--- src/rtl/timebase_ctrl_pkg.sv ---
// Shared oscilloscope definitions: capture FSM states, timebase limits and
// the clock-cycles-per-sample divider table indexed by scale.
package timebase_ctrl_pkg;

    typedef enum logic [1:0] {
        ST_IDLE    = 2'd0,
        ST_ARMED   = 2'd1,
        ST_CAPTURE = 2'd2,
        ST_DONE    = 2'd3
    } tb_state_t;

    localparam logic [4:0] SCALE_MAX = 5'd19;
    localparam int         DIV_W     = 17;

    // Indices past SCALE_MAX map to 1 so the divider never sees 0
    function automatic logic [DIV_W-1:0] div_of(input logic [4:0] idx);
        case (idx)
            5'd5:    div_of = 17'd2;
            5'd6:    div_of = 17'd4;
            5'd7:    div_of = 17'd10;
            5'd8:    div_of = 17'd20;
            5'd9:    div_of = 17'd40;
            5'd10:   div_of = 17'd100;
            5'd11:   div_of = 17'd200;
            5'd12:   div_of = 17'd400;
            5'd13:   div_of = 17'd1000;
            5'd14:   div_of = 17'd2000;
            5'd15:   div_of = 17'd4000;
            5'd16:   div_of = 17'd10000;
            5'd17:   div_of = 17'd20000;
            5'd18:   div_of = 17'd40000;
            5'd19:   div_of = 17'd100000;
            default: div_of = 17'd1;
        endcase
    endfunction

endpackage

--- src/rtl/timebase_ctrl_sample_divider.sv ---
// Sample-rate divider: counts 0..div-1 and strobes sample_en on the last count.
module sample_divider
    import timebase_ctrl_pkg::*;
(
    input  logic             clk,
    input  logic             rst,
    input  logic             clr,
    input  logic [DIV_W-1:0] div,
    output logic             sample_en
);

    logic [DIV_W-1:0] cnt_r;
    logic             last_s;

    assign last_s    = (cnt_r >= (div - 17'd1));
    assign sample_en = (cnt_r == (div - 17'd1));

    // Divider counter; >= on wrap keeps it bounded if div ever shrinks
    always_ff @(posedge clk or posedge rst) begin
        if (rst) begin
            cnt_r <= 17'd0;
        end else if (clr || last_s) begin
            cnt_r <= 17'd0;
        end else begin
            cnt_r <= cnt_r + 17'd1;
        end
    end

endmodule

--- src/rtl/timebase_ctrl.sv ---
// Oscilloscope timebase and capture controller: scale selection, sample strobe
// generation and the IDLE/ARMED/CAPTURE/DONE write sequencer.
module timebase_ctrl
    import timebase_ctrl_pkg::*;
#(
    parameter int DEPTH   = 1024,
    parameter int ADDR_W  = 10,
    parameter int RST_IDX = 14
) (
    input  logic              clk,
    input  logic              rst,
    input  logic              scale_up,
    input  logic              scale_down,
    input  logic              arm,
    input  logic              abort,
    input  logic              trig,
    output logic [4:0]        scale_idx,
    output logic              sample_en,
    output logic              wr_en,
    output logic [ADDR_W-1:0] wr_addr,
    output logic              busy,
    output logic              done
);

    tb_state_t        state_r;
    tb_state_t        state_next_s;
    logic [ADDR_W-1:0] addr_next_s;
    logic [4:0]       idx_next_s;
    logic             scale_ok_s;
    logic             arm_go_s;
    logic             div_clr_s;
    logic [DIV_W-1:0] div_s;

    assign scale_ok_s = (state_r == ST_IDLE) || (state_r == ST_DONE);
    assign arm_go_s   = arm && !abort && scale_ok_s;
    assign div_clr_s  = (idx_next_s != scale_idx) || arm_go_s;
    assign div_s      = div_of(scale_idx);

    assign wr_en = (state_r == ST_CAPTURE) && sample_en;
    assign busy  = (state_r == ST_ARMED) || (state_r == ST_CAPTURE);
    assign done  = (state_r == ST_DONE);

    sample_divider u_sample_divider (
        .clk       (clk),
        .rst       (rst),
        .clr       (div_clr_s),
        .div       (div_s),
        .sample_en (sample_en)
    );

    // Next scale index; opposing requests in the same cycle cancel
    always_comb begin
        idx_next_s = scale_idx;
        if (scale_ok_s && scale_up && !scale_down && (scale_idx < SCALE_MAX)) begin
            idx_next_s = scale_idx + 5'd1;
        end else if (scale_ok_s && scale_down && !scale_up && (scale_idx != 5'd0)) begin
            idx_next_s = scale_idx - 5'd1;
        end else begin
            idx_next_s = scale_idx;
        end
    end

    // Capture sequencer next state; abort overrides everything else
    always_comb begin
        state_next_s = state_r;
        addr_next_s  = wr_addr;
        case (state_r)
            ST_IDLE, ST_DONE: begin
                if (arm) begin
                    state_next_s = ST_ARMED;
                end else begin
                    state_next_s = state_r;
                end
            end
            ST_ARMED: begin
                if (trig) begin
                    state_next_s = ST_CAPTURE;
                    addr_next_s  = {ADDR_W{1'b0}};
                end else begin
                    state_next_s = ST_ARMED;
                end
            end
            ST_CAPTURE: begin
                if (wr_en && (wr_addr == ADDR_W'(DEPTH - 1))) begin
                    state_next_s = ST_DONE;
                    addr_next_s  = {ADDR_W{1'b0}};
                end else if (wr_en) begin
                    addr_next_s = wr_addr + ADDR_W'(1);
                end else begin
                    addr_next_s = wr_addr;
                end
            end
            default: begin
                state_next_s = ST_IDLE;
                addr_next_s  = {ADDR_W{1'b0}};
            end
        endcase
        if (abort) begin
            state_next_s = ST_IDLE;
            addr_next_s  = {ADDR_W{1'b0}};
        end else begin
            addr_next_s = addr_next_s;
        end
    end

    // State, address and scale registers
    always_ff @(posedge clk or posedge rst) begin
        if (rst) begin
            state_r   <= ST_IDLE;
            wr_addr   <= {ADDR_W{1'b0}};
            scale_idx <= 5'(RST_IDX);
        end else begin
            state_r   <= state_next_s;
            wr_addr   <= addr_next_s;
            scale_idx <= idx_next_s;
        end
    end

endmodule

--- config.mk ---
export PLATFORM = sky130hd
export DESIGN_NAME = timebase_ctrl
export DESIGN_NICKNAME = d
export VERILOG_FILES = /design/src/rtl/timebase_ctrl_pkg.sv /design/src/rtl/timebase_ctrl_sample_divider.sv /design/src/rtl/timebase_ctrl.sv
export SDC_FILE = /design/constraint.sdc
export NUM_CORES = 1
export LEC_CHECK = 0
export BUFFER_PORTS_ARGS = -buffer_cell sky130_fd_sc_hd__buf_2
export CORE_AREA = 2 2 69 88
export DETAILED_ROUTE_END_ITERATION = 12
export DIE_AREA = 0 0 71 90
export PLACE_DENSITY = 0.75
export SETUP_SLACK_MARGIN = 0.2
export SYNTH_ARGS = -nofsm -noshare
export SYNTH_HDL_FRONTEND = slang
export SYNTH_SLANG_ARGS = --single-unit
export TNS_END_PERCENT = 10
--- constraint.sdc ---
create_clock -name clk -period 4.08 [get_ports clk]
set_input_delay 0 -clock clk [delete_from_list [all_inputs] [get_ports clk]]
set_output_delay 0 -clock clk [all_outputs]
set_load 0.01 [all_outputs]
==> results of run 1 <==
[synth_stat cells (all sizes together) (2+ instances only)]
master / n
nor3: 9
or2b: 2
and2: 2
a2bb2oi: 2
nand3: 20
a221oi: 2
dfrtp: 31
or3: 6
a21oi: 15
xor2: 18
a22oi: 2
o22ai: 4
nand2b: 4
nand4b: 2
o21ai: 15
dfstp: 3
clkbuf: 6
nor4: 8
o21a: 3
buf: 7
and3: 5
inv: 22
nor4b: 2
xnor2: 9
a21o: 2
nor2b: 5
o41ai: 3
nor2: 34
mux2i: 3
ha: 32
nand4: 12
nor3b: 3
nand2: 40
o31ai: 2
a31oi: 5
[tightest hold or removal path, delay by kind of cell]
family / cells / cell delay [ns]
buffers and inverters: 1 / 0.11
AOI/OAI and AO/OA: 2 / 0.21
[worst max path at each step]
stage | start | end | slack (ns) | cells past startpoint
2_1_floorplan | scale_idx[1]$_DFF_PP1_ | wr_addr[6]$_DFFE_PP0P_ | 0.21 | 14
3_3_place_gp | scale_idx[2]$_DFF_PP1_ | wr_addr[3]$_DFFE_PP0P_ | 0.13 | 12
3_5_place_dp | scale_idx[2]$_DFF_PP1_ | wr_addr[9]$_DFFE_PP0P_ | 0.004 | 12
4_1_cts | scale_idx[1]$_DFF_PP1_ | wr_en | 0.13 | 12
5_1_grt | scale_idx[1]$_DFF_PP1_ | state_r[1]$_DFFE_PP0P_ | 0.09 | 14
6_report | scale_idx[1]$_DFF_PP1_ | wr_addr[9]$_DFFE_PP0P_ | 0.24 | 14
[kinds of logic after synthesis]
logic type,share of synthesized area
simple gates,0.287
compound gates,0.142
xor+xnor,0.0799
mux,0.0140
buf+inv,0.0533
flops,0.289
fa+ha+maj,0.135
[area by class of cell]
class / count / area [µm²]
multi-input cells: 286 / 2030
well taps: 66 / 82.6
clock inverters: 3 / 68.8
inverters: 22 / 82.6
repair buffers: 50 / 325
clock buffers: 5 / 68.8
fillers: 473 / 2100
flip-flops and latches: 34 / 858
[what timing repair did]
item,4_1_cts,5_1_grt
pin swaps,3,9
resized for setup,3,17
hold endpoints to repair,33,0
setup buffers,2,7
setup endpoints to repair,25,31
hold buffers,2,0
[stage by stage]
| stage | utilization | cells | power [mW] | hold WS, ns |
|---|---|---|---|---|
| after floorplan | - | 355 | 1.68 | 0.0662 |
| after global placement | 0.570 | 447 | 1.99 | 0.114 |
| after detailed placement | 0.570 | 447 | 2.03 | 0.119 |
| after CTS | 0.604 | 459 | 2.52 | 0.0544 |
| after global routing | 0.626 | 466 | 3.01 | 0.100 |
| final | 0.626 | 466 | 2.81 | 0.0603 |
[sequential cells by signal, indices dropped and copies added (netlist names)]
register / count
scale_idx: 5
state_r: 2
u_sample_divider.cnt_r: 17
wr_addr: 10
[layer usage]
metal  vias to the layer above  GRT usage  part of all wire
li1                       1358          -                 -
met5                         -          0                 0
met4                         0     0.0959             0.036
met2                       104      0.407              0.51
met3                        27     0.0348             0.044
met1                      1318      0.288              0.41
[power by group]
group          internal [mW]  switching, mW  total (mW)  leakage (nW)
registers              0.397         0.0847       0.481         0.457
logic                  0.848           1.10        1.95          1.16
clock network          0.245          0.132       0.377        0.0683
total                   1.49           1.32        2.81          1.68
==> impl_metrics.json, run 1 <==
{
  "ys_warn_count": 0,
  "ff2ff_setup_slack_ns": 0.24,
  "antenna_cells": 0,
  "rr_worst_depth": 14,
  "die_area_um2": 6390,
  "grt_use_total": 0.235,
  "synth_area_leaders": "dfrtp_1 26%, ha_1 14%, xor2_1 5.3%, nand2_1 5.1%, nor2_1 4.3%",
  "core_area_um2": 5620,
  "r2r-start": "scale_idx[1]$_DFF_PP1_",
  "slew_headroom": 0.506,
  "async_reset_ff_frac": 1.00,
  "end_kind": "flip-flop",
  "drive_above_1_share": 0.208,
  "cts_root_buf": "clkbuf_8",
  "path_class": "reg -> reg",
  "drtPass1Iterations": 4,
  "grt_pass1_wl_um": 12300,
  "overflow": 0,
  "ant_nets": 0,
  "clkLatencyLatePin_ns": 0.29,
  "hold_depth": 3,
  "die_h_um": 90,
  "cpMaxStageDelayCell": "or4b_4",
  "finalHoldViolations": 0,
  "hold_end": "state_r[1]$_DFFE_PP0P_",
  "crit_fanout": 5,
  "yosysTopAreaCellShare": 0.262,
  "cts_inserted_buffers": 5,
  "nets": 438,
  "num_rows": 31,
  "worstPathRequired_ns": 4.30,
  "final_cell_mix": "40 x nand2_1, 34 x nor2_1, 31 x ha_1, 31 x dfrtp_1, 25 x buf_2",
  "fmax_mhz": 260,
  "drv_slew": 0,
  "io_buffer_count": 25,
  "drt_iter0_drc": 127,
  "clkTransAtPathRegs_ns": 0.08,
  "routedWlPerCell_um": 16.1,
  "area_growth_pct": 19.0,
  "synth_nets": 394,
  "crit_chain": "inv_2 -> ha_4 -> mux2i_2 -> o22ai_2 -> or4b_4 -> nor3_4 -> a21oi_1 -> ha_1 -> nand4_1 -> nor3_4 -> nand4_1 -> buf_4 -> or3_1 -> o21ai_2",
  "cts_tree": "built",
  "numClockSinks": 34,
  "die_w_um": 71,
  "critical-path-top-delay-family": "simple AND/OR/NAND/NOR gates",
  "run_status": "finished, final reports clean",
  "htree_levels": 2,
  "ys.flop_type": "dfrtp_1",
  "yosysSeqAreaShare": 0.289,
  "p_per_area_nw_per_um2": 798,
  "synth_cell_type_count": 58,
  "vias": 2807,
  "final_common_cell": "nand2_1",
  "fin_setup_tns_ns": 0,
  "syn_inst": 355,
  "arrival_ns": 4.06,
  "min_path_type": "in -> reg",
  "vias_per_cell": 6.02,
  "crit_buf_inv": 2,
  "skew_ns": 0.0122,
  "drc": 0,
  "pin_count": 26,
  "vdd_drop_max_v": 0.000400,
  "postSynthAreaPerCell_um2": 8.34,
  "layout_setup_ws_ns": 0.239,
  "slowest_delay_ns": 0.61,
  "setup-violations-final": 0,
  "min-delay-start": "trig",
  "wl_um": 7510,
  "place_worst_setup_slack_ns": 0.00416,
  "gp_congestion": 0.869,
  "grt_pass1_vias": 2726,
  "r2r-end": "wr_addr[9]$_DFFE_PP0P_",
  "synth_seq_cells": 34,
  "cp-start-kind": "flip-flop",
  "mappedNetlistArea_um2": 2960,
  "synth_edf_count": 0,
  "rsz0062_at_grt": "true",
  "grt_max_degree": 35,
  "start_util": 0.526,
  "leakage_nw": 1.68,
  "worst_pin_slew_ns": 0.740,
  "stdcell_area_um2": 3520,
  "timing.final.crit_period_ns": 3.84,
  "clock_path_buffers": 2,
  "yosysTopAreaCell": "dfrtp_1",
  "post_dp_cell_area_um2": 3210,
  "max-cap-violations": 0,
  "antenna_found_initial": 0,
  "dp_hpwl_um": 5330,
  "period_share": 0.941
}
Power figures use the tool's default switching activity.
==> run 2, diff against run 1 <==
--- a/config.mk
+++ b/config.mk
@@ -10,4 +10,5 @@
 export DETAILED_ROUTE_END_ITERATION = 12
 export DIE_AREA = 0 0 71 90
+export GPL_TIMING_DRIVEN = 0
 export PLACE_DENSITY = 0.75
 export SETUP_SLACK_MARGIN = 0.2
==> constraint.sdc (replaced) <==
create_clock -name clk -period 4.08 [get_ports clk]
set_input_delay 0 -clock clk [delete_from_list [all_inputs] [get_ports clk]]
set_output_delay 0 -clock clk [all_outputs]
set_load 0.1 [all_outputs]
==> impl_metrics.json, run 2 (same netlist as run 1, synthesis figures left out) <==
{
  "end_kind": "flip-flop",
  "final_common_cell": "nand2_1",
  "arrival_ns": 4.22,
  "regArea_um2": 867,
  "dp_cells": 446,
  "finish.utilization": 0.664,
  "timing.final.crit_period_ns": 4.02,
  "ant_nets": 0,
  "fin_setup_tns_ns": 0,
  "slowest_delay_ns": 0.63,
  "cts_inserted_buffers": 5,
  "power.share.combinational": 0.752,
  "drv_slew": 0,
  "start_util": 0.526,
  "rr_worst_depth": 16,
  "grt_pass1_vias": 2701,
  "overflow": 0,
  "antenna_found_initial": 0,
  "reg_top3": "u_sample_divider.cnt_r (17), wr_addr (10), scale_idx (5)",
  "cts_tree": "built",
  "largest-register": "u_sample_divider.cnt_r",
  "rsz0062_at_grt": "true",
  "cpMaxStageDelayCell": "dfstp_4",
  "path_class": "reg -> reg",
  "finalHoldViolations": 0,
  "max-cap-violations": 0,
  "p_per_area_nw_per_um2": 897,
  "die_area_um2": 6390,
  "worst_pin_slew_ns": 0.823,
  "cp-start-kind": "flip-flop",
  "post_dp_cell_area_um2": 3240,
  "htree_levels": 2,
  "grt_max_degree": 35,
  "worstPathRequired_ns": 4.28,
  "numClockSinks": 34,
  "die_h_um": 90,
  "leakage_nw": 1.76,
  "drive_above_1_share": 0.249,
  "cts_root_buf": "clkbuf_8",
  "run_status": "finished, final reports clean",
  "power_frac_seq": 0.134,
  "area_growth_pct": 26.1,
  "nets": 448,
  "vdd_drop_max_v": 0.000368,
  "stdcell_area_um2": 3730,
  "crit_fanout": 4,
  "p_clk_frac": 0.114,
  "die_w_um": 71,
  "switching_share": 0.496,
  "io_buffer_count": 25,
  "setup-violations-final": 0,
  "place_worst_setup_slack_ns": -0.657,
  "hold_end": "state_r[1]$_DFFE_PP0P_",
  "min_path_type": "in -> reg",
  "grt_use_total": 0.236,
  "gp_congestion": 0.901,
  "hold_depth": 3,
  "nFillCells": 448,
  "wl_um": 7810,
  "drc": 0,
  "final_cell_mix": "39 x nand2_1, 34 x nor2_1, 30 x ha_1",
  "vias_per_cell": 5.97,
  "multi_input_area_um2": 2110,
  "layout_setup_ws_ns": 0.0589,
  "internal_power_mw": 1.69,
  "p_sw_mw": 1.66,
  "routedWlPerCell_um": 16.4,
  "dp_hpwl_um": 5280,
  "r2r-end": "state_r[0]$_DFFE_PP0P_",
  "fmax_mhz": 249,
  "min-delay-start": "trig",
  "num_rows": 31,
  "fin_cells": 476,
  "largest_register_ffs": 17,
  "clkLatencyLatePin_ns": 0.30,
  "grt_pass1_wl_um": 12200,
  "pin_count": 26,
  "r2r-start": "scale_idx[1]$_DFF_PP1_",
  "vias": 2842,
  "drt_iter0_drc": 166,
  "skew_ns": 0.0122,
  "crit_chain": "clkbuf_16 -> inv_6 -> ha_4 -> or4bb_1 -> o211ai_2 -> or4b_4 -> nor4_4 -> a21oi_1 -> ha_1 -> nand4_1 -> buf_6 -> nor3_4 -> buf_4 -> a31oi_4 -> o21a_1 -> a311oi_2",
  "slew_headroom": 0.450,
  "core_area_um2": 5620,
  "ff2ff_setup_slack_ns": 0.06,
  "clock_path_buffers": 2,
  "clkTransAtPathRegs_ns": 0.08,
  "period_share": 0.986,
  "drtPass1Iterations": 4,
  "antenna_cells": 0
}
## run 2: timing repair
action                                 4_1_cts  5_1_grt
endpoints found under the hold margin        2       31
pin swaps                                   12        9
hold buffers                                 1        1
gates resized for setup                     24       28
setup endpoints to repair                   31       31
setup buffers                               13        7
## run 2: through the flow
step	hold slack (ns)	power [mW]
floorplan	0.0662	1.96
global placement	0.235	2.30
detailed placement	0.236	2.34
CTS	0.0565	3.08
global route	0.124	3.55
finish	0.113	3.35
## run 2: layout make-up
class / instances / area share
inverters: 22 / 0.0241
well taps: 66 / 0.0221
repair buffers: 47 / 0.0888
clock inverters: 3 / 0.0184
plain buffers: 13 / 0.0315
multi-input cells: 286 / 0.564
flip-flops and latches: 34 / 0.232
clock buffers: 5 / 0.0184
## run 2: worst max-delay path, delay by kind of cell, from the launching register on
kind / cells / cell delay [ns]
buffers and inverters: 4 / 0.50
adders and majority gates: 2 / 0.56
and+or+nand+nor: 5 / 1.41
AOI/OAI and AO/OA: 5 / 0.79
DFF: 1 / 0.63
## run 2: how the worst max path moves through the flow
stage / startpoint / end / slack (ns) / cells after the start
6_report: scale_idx[1]$_DFF_PP1_ / state_r[0]$_DFFE_PP0P_ / 0.06 / 16
5_1_grt: scale_idx[1]$_DFF_PP1_ / state_r[0]$_DFFE_PP0P_ / -0.08 / 16
4_1_cts: scale_idx[0]$_DFF_PP0_ / wr_addr[7]$_DFFE_PP0P_ / 0.21 / 16
3_5_place_dp: scale_idx[2]$_DFF_PP1_ / state_r[0]$_DFFE_PP0P_ / -0.66 / 14
3_3_place_gp: scale_idx[2]$_DFF_PP1_ / state_r[0]$_DFFE_PP0P_ / -0.62 / 14
2_1_floorplan: scale_idx[1]$_DFF_PP1_ / wr_en / -0.53 / 12
## run 2: power groups by stage
stage          clock network, mW  logic, mW  registers [mW]
4_1_cts                    0.389       2.24           0.455
6_report                   0.381       2.52           0.449
3_3_place_gp                   0       1.83           0.467
3_5_place_dp                   0       1.87           0.468
2_1_floorplan                  0       1.32           0.640
5_1_grt                    0.400       2.70           0.458
## run 2: metal layers
layer | GRT usage | share of wire | wire (µm)
met1 | 0.279 | 0.40 | 3130
met5 | 0 | 0 | 0
met3 | 0.0359 | 0.040 | 310
met4 | 0.0928 | 0.039 | 308
met2 | 0.420 | 0.52 | 4060
